## src/rtl/fpu_issue_seq.sv

```systemverilog
// Decode-to-FPU issue sequencer: runs sign-injection/min/max locally, hands arithmetic
// ops to an external core over req/ack. Optional watchdog enabled by FPU_TIMEOUT_EN.
module fpu_issue_seq #(
   parameter int TIMEOUT_CYCLES = 64,
   parameter int CNT_W          = $clog2(TIMEOUT_CYCLES) + 1
) (
   input  logic        clk,
   input  logic        reset,
   input  logic        StartF,
   input  logic [3:0]  fp_operation,
   input  logic [4:0]  fp_rd,
   input  logic [31:0] fp_rs1_data,
   input  logic [31:0] fp_rs2_data,
   output logic        fpu_busy,
   output logic        arith_req,
   output logic [2:0]  arith_op,
   output logic [31:0] arith_a,
   output logic [31:0] arith_b,
   input  logic        arith_ack,
   input  logic [31:0] arith_result,
   output logic        fp_we_w,
   output logic [4:0]  fp_waddr_w,
   output logic [31:0] fp_wdata_w,
   output logic        fp_illegal,
   output logic        fp_timeout
);

   localparam logic [31:0] QNAN = 32'h7FC00000;

   if (CNT_W != $clog2(TIMEOUT_CYCLES) + 1) begin : g_bad_cnt_w
      $error("CNT_W is derived from TIMEOUT_CYCLES and must not be overridden");
   end

   typedef enum logic {
      IDLE,
      REQ
   } state_t;

   state_t      state_q, state_d;
   logic        arith_req_q, arith_req_d;
   logic [2:0]  arith_op_q, arith_op_d;
   logic [31:0] arith_a_q, arith_a_d;
   logic [31:0] arith_b_q, arith_b_d;
   logic [4:0]  rd_q, rd_d;
   logic        fp_we_q, fp_we_d;
   logic [4:0]  fp_waddr_q, fp_waddr_d;
   logic [31:0] fp_wdata_q, fp_wdata_d;
   logic        fp_illegal_q, fp_illegal_d;
`ifdef FPU_TIMEOUT_EN
   logic [CNT_W-1:0] cnt_q, cnt_d;
   logic             fp_timeout_q, fp_timeout_d;
`endif

   function automatic logic is_nan(input logic [31:0] x);
      return (&x[30:23]) && (|x[22:0]);
   endfunction

   // Sign-magnitude ordering; differing signs resolve -0 below +0.
   function automatic logic less_than(input logic [31:0] a, input logic [31:0] b);
      logic lt;
      if (a[31] != b[31])
         lt = a[31];
      else if (a[31] == 1'b0)
         lt = (a[30:0] < b[30:0]);
      else
         lt = (a[30:0] > b[30:0]);
      return lt;
   endfunction

   function automatic logic [31:0] local_result(input logic [3:0]  op,
                                                input logic [31:0] a,
                                                input logic [31:0] b);
      logic [31:0] r;
      logic        a_nan, b_nan, a_lt_b;
      a_nan  = is_nan(a);
      b_nan  = is_nan(b);
      a_lt_b = less_than(a, b);
      case (op)
         4'd5:    r = {b[31], a[30:0]};
         4'd6:    r = {~b[31], a[30:0]};
         4'd7:    r = {a[31] ^ b[31], a[30:0]};
         4'd8, 4'd9: begin
            if (a_nan && b_nan)
               r = QNAN;
            else if (a_nan)
               r = b;
            else if (b_nan)
               r = a;
            else if (op == 4'd8)
               r = a_lt_b ? a : b;
            else
               r = a_lt_b ? b : a;
         end
         default: r = a;
      endcase
      return r;
   endfunction

   always_comb begin
      state_d      = state_q;
      arith_req_d  = arith_req_q;
      arith_op_d   = arith_op_q;
      arith_a_d    = arith_a_q;
      arith_b_d    = arith_b_q;
      rd_d         = rd_q;
      fp_we_d      = 1'b0;
      fp_waddr_d   = fp_waddr_q;
      fp_wdata_d   = fp_wdata_q;
      fp_illegal_d = 1'b0;
      fpu_busy     = 1'b0;
`ifdef FPU_TIMEOUT_EN
      cnt_d        = cnt_q;
      fp_timeout_d = 1'b0;
`endif
      case (state_q)
         IDLE: begin
            if (StartF) begin
               if (fp_operation <= 4'd4) begin
                  fpu_busy    = 1'b1;
                  arith_req_d = 1'b1;
                  arith_op_d  = fp_operation[2:0];
                  arith_a_d   = fp_rs1_data;
                  arith_b_d   = fp_rs2_data;
                  rd_d        = fp_rd;
                  state_d     = REQ;
`ifdef FPU_TIMEOUT_EN
                  cnt_d       = '0;
`endif
               end else if (fp_operation <= 4'd9) begin
                  fp_we_d    = 1'b1;
                  fp_waddr_d = fp_rd;
                  fp_wdata_d = local_result(fp_operation, fp_rs1_data, fp_rs2_data);
               end else begin
                  fp_illegal_d = 1'b1;
               end
            end
         end
         REQ: begin
            fpu_busy = 1'b1;
            if (arith_ack) begin
               fpu_busy    = 1'b0;
               arith_req_d = 1'b0;
               fp_we_d     = 1'b1;
               fp_waddr_d  = rd_q;
               fp_wdata_d  = arith_result;
               state_d     = IDLE;
            end
`ifdef FPU_TIMEOUT_EN
            // The current cycle is REQ cycle cnt_q+1; expire on the last allowed one.
            else if (cnt_q == CNT_W'(TIMEOUT_CYCLES - 1)) begin
               fpu_busy     = 1'b0;
               arith_req_d  = 1'b0;
               fp_we_d      = 1'b1;
               fp_waddr_d   = rd_q;
               fp_wdata_d   = QNAN;
               fp_timeout_d = 1'b1;
               state_d      = IDLE;
            end else begin
               cnt_d = cnt_q + 1'b1;
            end
`endif
         end
         default: state_d = IDLE;
      endcase
   end

   always_ff @(posedge clk) begin
      if (reset) begin
         state_q      <= IDLE;
         arith_req_q  <= 1'b0;
         arith_op_q   <= '0;
         arith_a_q    <= '0;
         arith_b_q    <= '0;
         rd_q         <= '0;
         fp_we_q      <= 1'b0;
         fp_waddr_q   <= '0;
         fp_wdata_q   <= '0;
         fp_illegal_q <= 1'b0;
`ifdef FPU_TIMEOUT_EN
         cnt_q        <= '0;
         fp_timeout_q <= 1'b0;
`endif
      end else begin
         state_q      <= state_d;
         arith_req_q  <= arith_req_d;
         arith_op_q   <= arith_op_d;
         arith_a_q    <= arith_a_d;
         arith_b_q    <= arith_b_d;
         rd_q         <= rd_d;
         fp_we_q      <= fp_we_d;
         fp_waddr_q   <= fp_waddr_d;
         fp_wdata_q   <= fp_wdata_d;
         fp_illegal_q <= fp_illegal_d;
`ifdef FPU_TIMEOUT_EN
         cnt_q        <= cnt_d;
         fp_timeout_q <= fp_timeout_d;
`endif
      end
   end

   assign arith_req  = arith_req_q;
   assign arith_op   = arith_op_q;
   assign arith_a    = arith_a_q;
   assign arith_b    = arith_b_q;
   assign fp_we_w    = fp_we_q;
   assign fp_waddr_w = fp_waddr_q;
   assign fp_wdata_w = fp_wdata_q;
   assign fp_illegal = fp_illegal_q;
`ifdef FPU_TIMEOUT_EN
   assign fp_timeout = fp_timeout_q;
`else
   assign fp_timeout = 1'b0;
`endif

endmodule
```

## config.mk

```make
export PLATFORM = sky130hd
export DESIGN_NAME = fpu_issue_seq
export DESIGN_NICKNAME = d
export VERILOG_FILES = /design/src/rtl/fpu_issue_seq.sv
export SDC_FILE = /design/constraint.sdc
export NUM_CORES = 1
export LEC_CHECK = 0
export ABC_CLOCK_PERIOD_IN_PS = 6950
export CORE_MARGIN = 8
export CORE_UTILIZATION = 49
export DETAILED_ROUTE_END_ITERATION = 6
export PLACE_DENSITY = 0.95
export REMOVE_ABC_BUFFERS = 1
export SLEW_MARGIN = 15
export SYNTH_ARGS = -nofsm -noshare
export SYNTH_HDL_FRONTEND = slang
export SYNTH_SLANG_ARGS = --single-unit
```

## constraint.sdc

```tcl
create_clock -name clk -period 6.95 [get_ports clk]
set_clock_uncertainty 0.1 [all_clocks]
set_input_delay 1.39 -clock clk [delete_from_list [all_inputs] [get_ports clk]]
set_output_delay 1.39 -clock clk [all_outputs]
set_load 0.02 [all_outputs]
```

==> impl_metrics.json, run 1 <==
{
  "status": "finished, final reports clean",
  "cts_resized": 0,
  "hold_buffers": 0,
  "sequentialPowerShare_pct": 35.8,
  "post-synth-top-area-fraction_pct": 36.5,
  "via_count": 6644,
  "fillers": 968,
  "syn_to_final_growth_pct": 45.1,
  "criticalPathCategory": "in2out",
  "drc": 0,
  "leakage_uw": 0.00337,
  "synth_edf_count": 0,
  "hold_viol": 0,
  "fin_crit_sh_pct": 79.4,
  "yosysWarnings": 0,
  "ys_ff_latch": 113,
  "tns_ps": 0,
  "synth_ff_type": "dfxtp_1",
  "power.net_switching_uw": 526,
  "busiest_layer": "met2",
  "dp_hpwl_um": 15400,
  "fin_crit_ps": 5520,
  "yosysMostFrequentCell": "nand2_1",
  "wl_per_cell_um": 19.5,
  "pwr-share-clk_pct": 44.5,
  "cts_buffers": 17,
  "met3_usage_pct": 8.61,
  "rsz0062_at_grt": "false",
  "fmax_ghz": 0.181,
  "clock_latency_ps": 420,
  "end_kind": "output pin",
  "fp-row-count": 41,
  "tightest_slew_ps": 1060,
  "syn_area_sq_mm": 0.00619,
  "start_util_pct": 49.7,
  "cts_buffer_depth": 2,
  "use_met2_pct": 45.1,
  "critPathMaxFanout": 74,
  "arrival_ps": 4030,
  "grt_pass1_vias": 6809,
  "swShare_pct": 27.0,
  "core_area_sq_mm": 0.0125,
  "layout.nets": 1103,
  "vias_per_cell": 5.80,
  "yosysSeqAreaShare_pct": 36.5,
  "cts.sinks": 113,
  "ant_nets": 0,
  "syn_inst": 773,
  "drtPass1Iterations": 6,
  "dp_cells": 1114,
  "fp.dieH_um": 128,
  "drt_iter0_drc": 458,
  "cts_setup_buffers": 0,
  "stdcell_count": 1145,
  "cts_tree": "done",
  "grt_usage_pct": 26.6,
  "p_int_uw": 1420,
  "synthArstFlopShare_pct": 0,
  "slew-limit-headroom_pct": 29.1,
  "grt_pass1_wl_um": 34800,
  "power.density_mw_per_mm2": 217,
  "dieWidth_um": 128,
  "synth.largest_area_cell": "dfxtp_1",
  "syn_avg_cell_area_sq_um": 8.01,
  "grt_util_met1_pct": 29.7,
  "io_buffer_count": 216,
  "design.die.area_sq_mm": 0.0165,
  "combinationalPowerShare_pct": 19.7,
  "yosysUniqueCellTypes": 52,
  "io_pins": 218,
  "cp-start-kind": "input port",
  "wl_um": 22300,
  "grt-ovfl-total": 0,
  "required_ps": 5460,
  "clk_pin_slew_ps": 50,
  "synthTopCellsByArea": "dfxtp_1, nand2_1, a21oi_1",
  "cts-root-buf": "clkbuf_16",
  "maxSlewViolCount": 0,
  "ir_worst_vdd_mv": 0.132,
  "max_cap_viol_count": 0,
  "htreeDepth": 4,
  "diodes": 0,
  "gp_congestion": 0.834,
  "hp-class": "reg2reg",
  "grt_max_degree": 75,
  "antenna_found_initial": 0,
  "setup_violations": 0,
  "final_layout_size_suffix_gt1_share_pct": 9.76,
  "synth_common_cells": "nand2_1, dfxtp_1, a21oi_1"
}
## worst max-delay path, cell delays in order
cell             delay [ps]
clkdlybuf4s50_1         590
or2_2                   420
a211o_2                 350
buf_4                   370
o21ai_0                 210
clkdlybuf4s50_1         660
## final timing paths
path / startpoint / slack, ps / end / cells past startpoint
worst min register to register: arith_a[7] / 350 / arith_a[7] / 2
worst min-delay path: arith_a[7] / 350 / arith_a[7] / 2
worst max-delay path: fp_operation[0] / 1430 / fpu_busy / 6
worst max register to register: state_q / 3440 / fp_wdata_w[22] / 8
## logic make-up after synthesis
| family | Yosys count | synth area share (%) |
|---|---|---|
| other | 1 | 0.0606 |
| buffers and inverters | 88 | 5.88 |
| AOI/OAI and AO/OA | 217 | 26.1 |
| adders and majority gates | 33 | 6.67 |
| and+or+nand+nor | 313 | 23.4 |
| DFF | 113 | 36.5 |
| xor gates and xnor gates | 1 | 0.141 |
| muxes | 7 | 1.19 |
## layout make-up
| class | instances | area (sq um) | area share (%) |
|---|---|---|---|
| multi-input cells | 572 | 3580 | 39.9 |
| flip-flops and latches | 113 | 2260 | 25.2 |
| repair buffers | 223 | 2210 | 24.6 |
| clock buffers | 26 | 509 | 5.67 |
| well taps | 172 | 215 | 2.39 |
| inverters | 34 | 128 | 1.42 |
| clock inverters | 5 | 75.1 | 0.835 |
## power groups by stage
stage | sequential, uW | combinational [uW] | clock [uW]
CTS | 697 | 380 | 877
detailed placement | 710 | 376 | 0
global placement | 708 | 369 | 0
global route | 700 | 410 | 904
finish | 697 | 383 | 867
floorplan | 745 | 139 | 0
## layer usage
layer  up-vias  part of all wire [%]
li1       3136                     -
met1      3151                    40
met2       301                    48
met3        56                   8.8
met4         0                   3.3
met5         -                     0
## through the flow
stage          setup slack [ps]  power (uW)  instance area (sq um)  hold WS (ps)  utilization (%)
5_1_grt                    1360        2010                   8990           366             72.1
3_5_place_dp               1490        1090                   8400           346             67.4
6_report                   1430        1950                   8990           350             72.1
3_3_place_gp               1540        1080                   8400           340             67.4
2_1_floorplan               861         884                   5960           330                -
4_1_cts                    1460        1950                   8990           353             72.1
## registers in the layout (all words and copies together), names as in the netlist
name        cells
fp_we_w         1
fp_wdata_w     32
rd_q            5
fp_waddr_w      5
arith_a        32
arith_op        3
arith_b        32
fp_illegal      1
arith_req       1
state_q         1
## placed cells by master, fill, tap and decap left out, drive strengths merged, types with 2 or more instances in the layout
cell type / synthesis / routed
o21ai: 41 / 41
dfxtp: 113 / 113
mux2i: 7 / 7
nor3: 16 / 16
bufinv: 0 / 2
nand3: 5 / 5
a211o: 9 / 9
nand4: 11 / 11
inv: 34 / 34
nor4: 12 / 12
nor2: 21 / 21
nand4b: 2 / 2
a221oi: 22 / 22
o2bb2ai: 2 / 2
nor4b: 2 / 2
ha: 33 / 33
o21a: 5 / 5
clkinv: 0 / 3
or3: 21 / 21
nor2b: 2 / 2
clkbuf: 46 / 26
a211oi: 30 / 30
nand2: 184 / 184
and2: 2 / 2
and3: 31 / 31
clkdlybuf4s50: 0 / 215
buf: 8 / 8
a21oi: 97 / 97
Power figures use the tool's default switching activity.
==> run 2: changes to the inputs <==
ABC_CLOCK_PERIOD_IN_PS = 5200   (was 6950)
CORE_UTILIZATION = 46   (was 49)
PLACE_DENSITY = 0.91   (was 0.95)
clock period = 5.2 ns   (was 6.95 ns; I/O delays follow)
==> impl_metrics.json, run 2 (synthesis results as in run 1) <==
{
  "io_pins": 218,
  "grt_pass1_wl_um": 34900,
  "criticalPathCategory": "in2out",
  "cts_setup_buffers": 0,
  "dp_hpwl_um": 15400,
  "cts_buffer_depth": 2,
  "power.density_mw_per_mm2": 304,
  "fp-row-count": 42,
  "cts-root-buf": "clkbuf_16",
  "cts_resized": 0,
  "grt_usage_pct": 24.8,
  "startpoint": "fp_operation[0]",
  "final_layout_size_suffix_gt1_share_pct": 10.6,
  "core_area_sq_mm": 0.0132,
  "vias_per_cell": 5.65,
  "syn_to_final_growth_pct": 47.0,
  "place_ws_ps": 591,
  "end_kind": "output pin",
  "fin_util_pct": 69.0,
  "crit_top_cell": "clkdlybuf4s50_1",
  "max_cap_viol_count": 0,
  "ir_worst_vdd_mv": 0.171,
  "cts_buffers": 17,
  "slew-limit-headroom_pct": 40.7,
  "start_util_pct": 46.9,
  "rsz0062_at_grt": "false",
  "final_cell_mix": "clkdlybuf4s50_1, nand2_1, dfxtp_1",
  "drtPass1Iterations": 5,
  "cp_top_family": "buffers and inverters",
  "grt_max_degree": 75,
  "layout.nets": 1106,
  "wl_um": 22100,
  "grt_pass1_vias": 6591,
  "io_buffer_count": 216,
  "grt-ovfl-total": 0,
  "diodes": 0,
  "crit_slowest_cell": "clkdlybuf4s50_1",
  "clock_latency_ps": 410,
  "drc": 0,
  "hold_viol": 0,
  "arrival_ps": 3130,
  "status": "finished, final reports clean",
  "worstPathCellList": "clkdlybuf4s50_1, buf_4, or2_2, a211o_2, o21ai_0, clkdlybuf4s50_1",
  "dp_cells": 1121,
  "fin_crit_sh_pct": 82.1,
  "hold_buffers": 0,
  "stdcell_count": 1153,
  "antenna_found_initial": 0,
  "design.die.area_sq_mm": 0.0174,
  "cts.sinks": 113,
  "layout_commonest_cell": "clkdlybuf4s50_1",
  "ant_nets": 0,
  "critPathBufInv": 3,
  "finalWorstSetupSlack_ps": 933,
  "cp_slowest_stage_delay_ps": 680,
  "dieWidth_um": 132,
  "gp_congestion": 0.890,
  "tns_ps": 0,
  "cts_tree": "done",
  "fp.dieH_um": 132,
  "via_count": 6511,
  "cp-start-kind": "input port",
  "critPathMaxFanout": 10,
  "leakage_uw": 0.00343,
  "htreeDepth": 4,
  "min_from": "arith_b[19]",
  "required_ps": 4060,
  "fin_crit_ps": 4270,
  "tightest_slew_ps": 889,
  "clk_pin_slew_ps": 60,
  "fmax_ghz": 0.234,
  "wl_per_cell_um": 19.2,
  "hp-class": "reg2reg",
  "r2r-start": "state_q",
  "setup_violations": 0,
  "maxSlewViolCount": 0,
  "drt_iter0_drc": 485
}
-- run 2: report_power, final --
group / leakage (uW) / switching [uW] / internal, uW / total, uW
clock network: 0.000332 / 412 / 910 / 1320
logic: 0.00218 / 277 / 229 / 505
registers: 0.000920 / 28.1 / 908 / 936
-- run 2: final cells by class --
class	count	area, sq um
Clock buffer	22	494
Clock inverter	10	178
Fill cell	1013	4090
Inverter	34	128
Multi-Input combinational cell	572	3580
Sequential cell	113	2260
Tap cell	176	220
Timing Repair Buffer	226	2230
-- run 2: path summary, 6_finish.rpt --
check / endpoint / slack, ps / depth (start not counted)
max: fpu_busy / 930 / 6
min: arith_b[19] / 350 / 2
max reg2reg: fp_wdata_w[0] / 2250 / 8
min reg2reg: arith_b[19] / 350 / 2
-- run 2: layer usage --
| layer | routed length (um) | track usage, % | vias to the layer above |
|---|---|---|---|
| met5 | 0 | 0 | - |
| met1 | 9030 | 27.8 | 3052 |
| li1 | - | - | 3146 |
| met4 | 706 | 11.2 | 0 |
| met2 | 10500 | 41.4 | 263 |
| met3 | 1880 | 8.77 | 50 |
-- run 2: metrics by stage --
step                      power [uW]  cell area [sq um]  hold WS, ps
after CTS                       2770               9100          353
after global placement          1440               8430          340
after global routing            2870               9100          367
final                           2760               9100          352
after floorplan                 1180               5960          330
after detailed placement        1450               8430          346
-- run 2: worst register-to-register path, cell delays in order, from the launching register on --
cell      delay [ps]
dfxtp_2          910
inv_1            160
nand2_1          260
o21a_2           610
buf_4            390
a21oi_1           70
nor2_1           150
a221oi_2          50
nor4_1           170
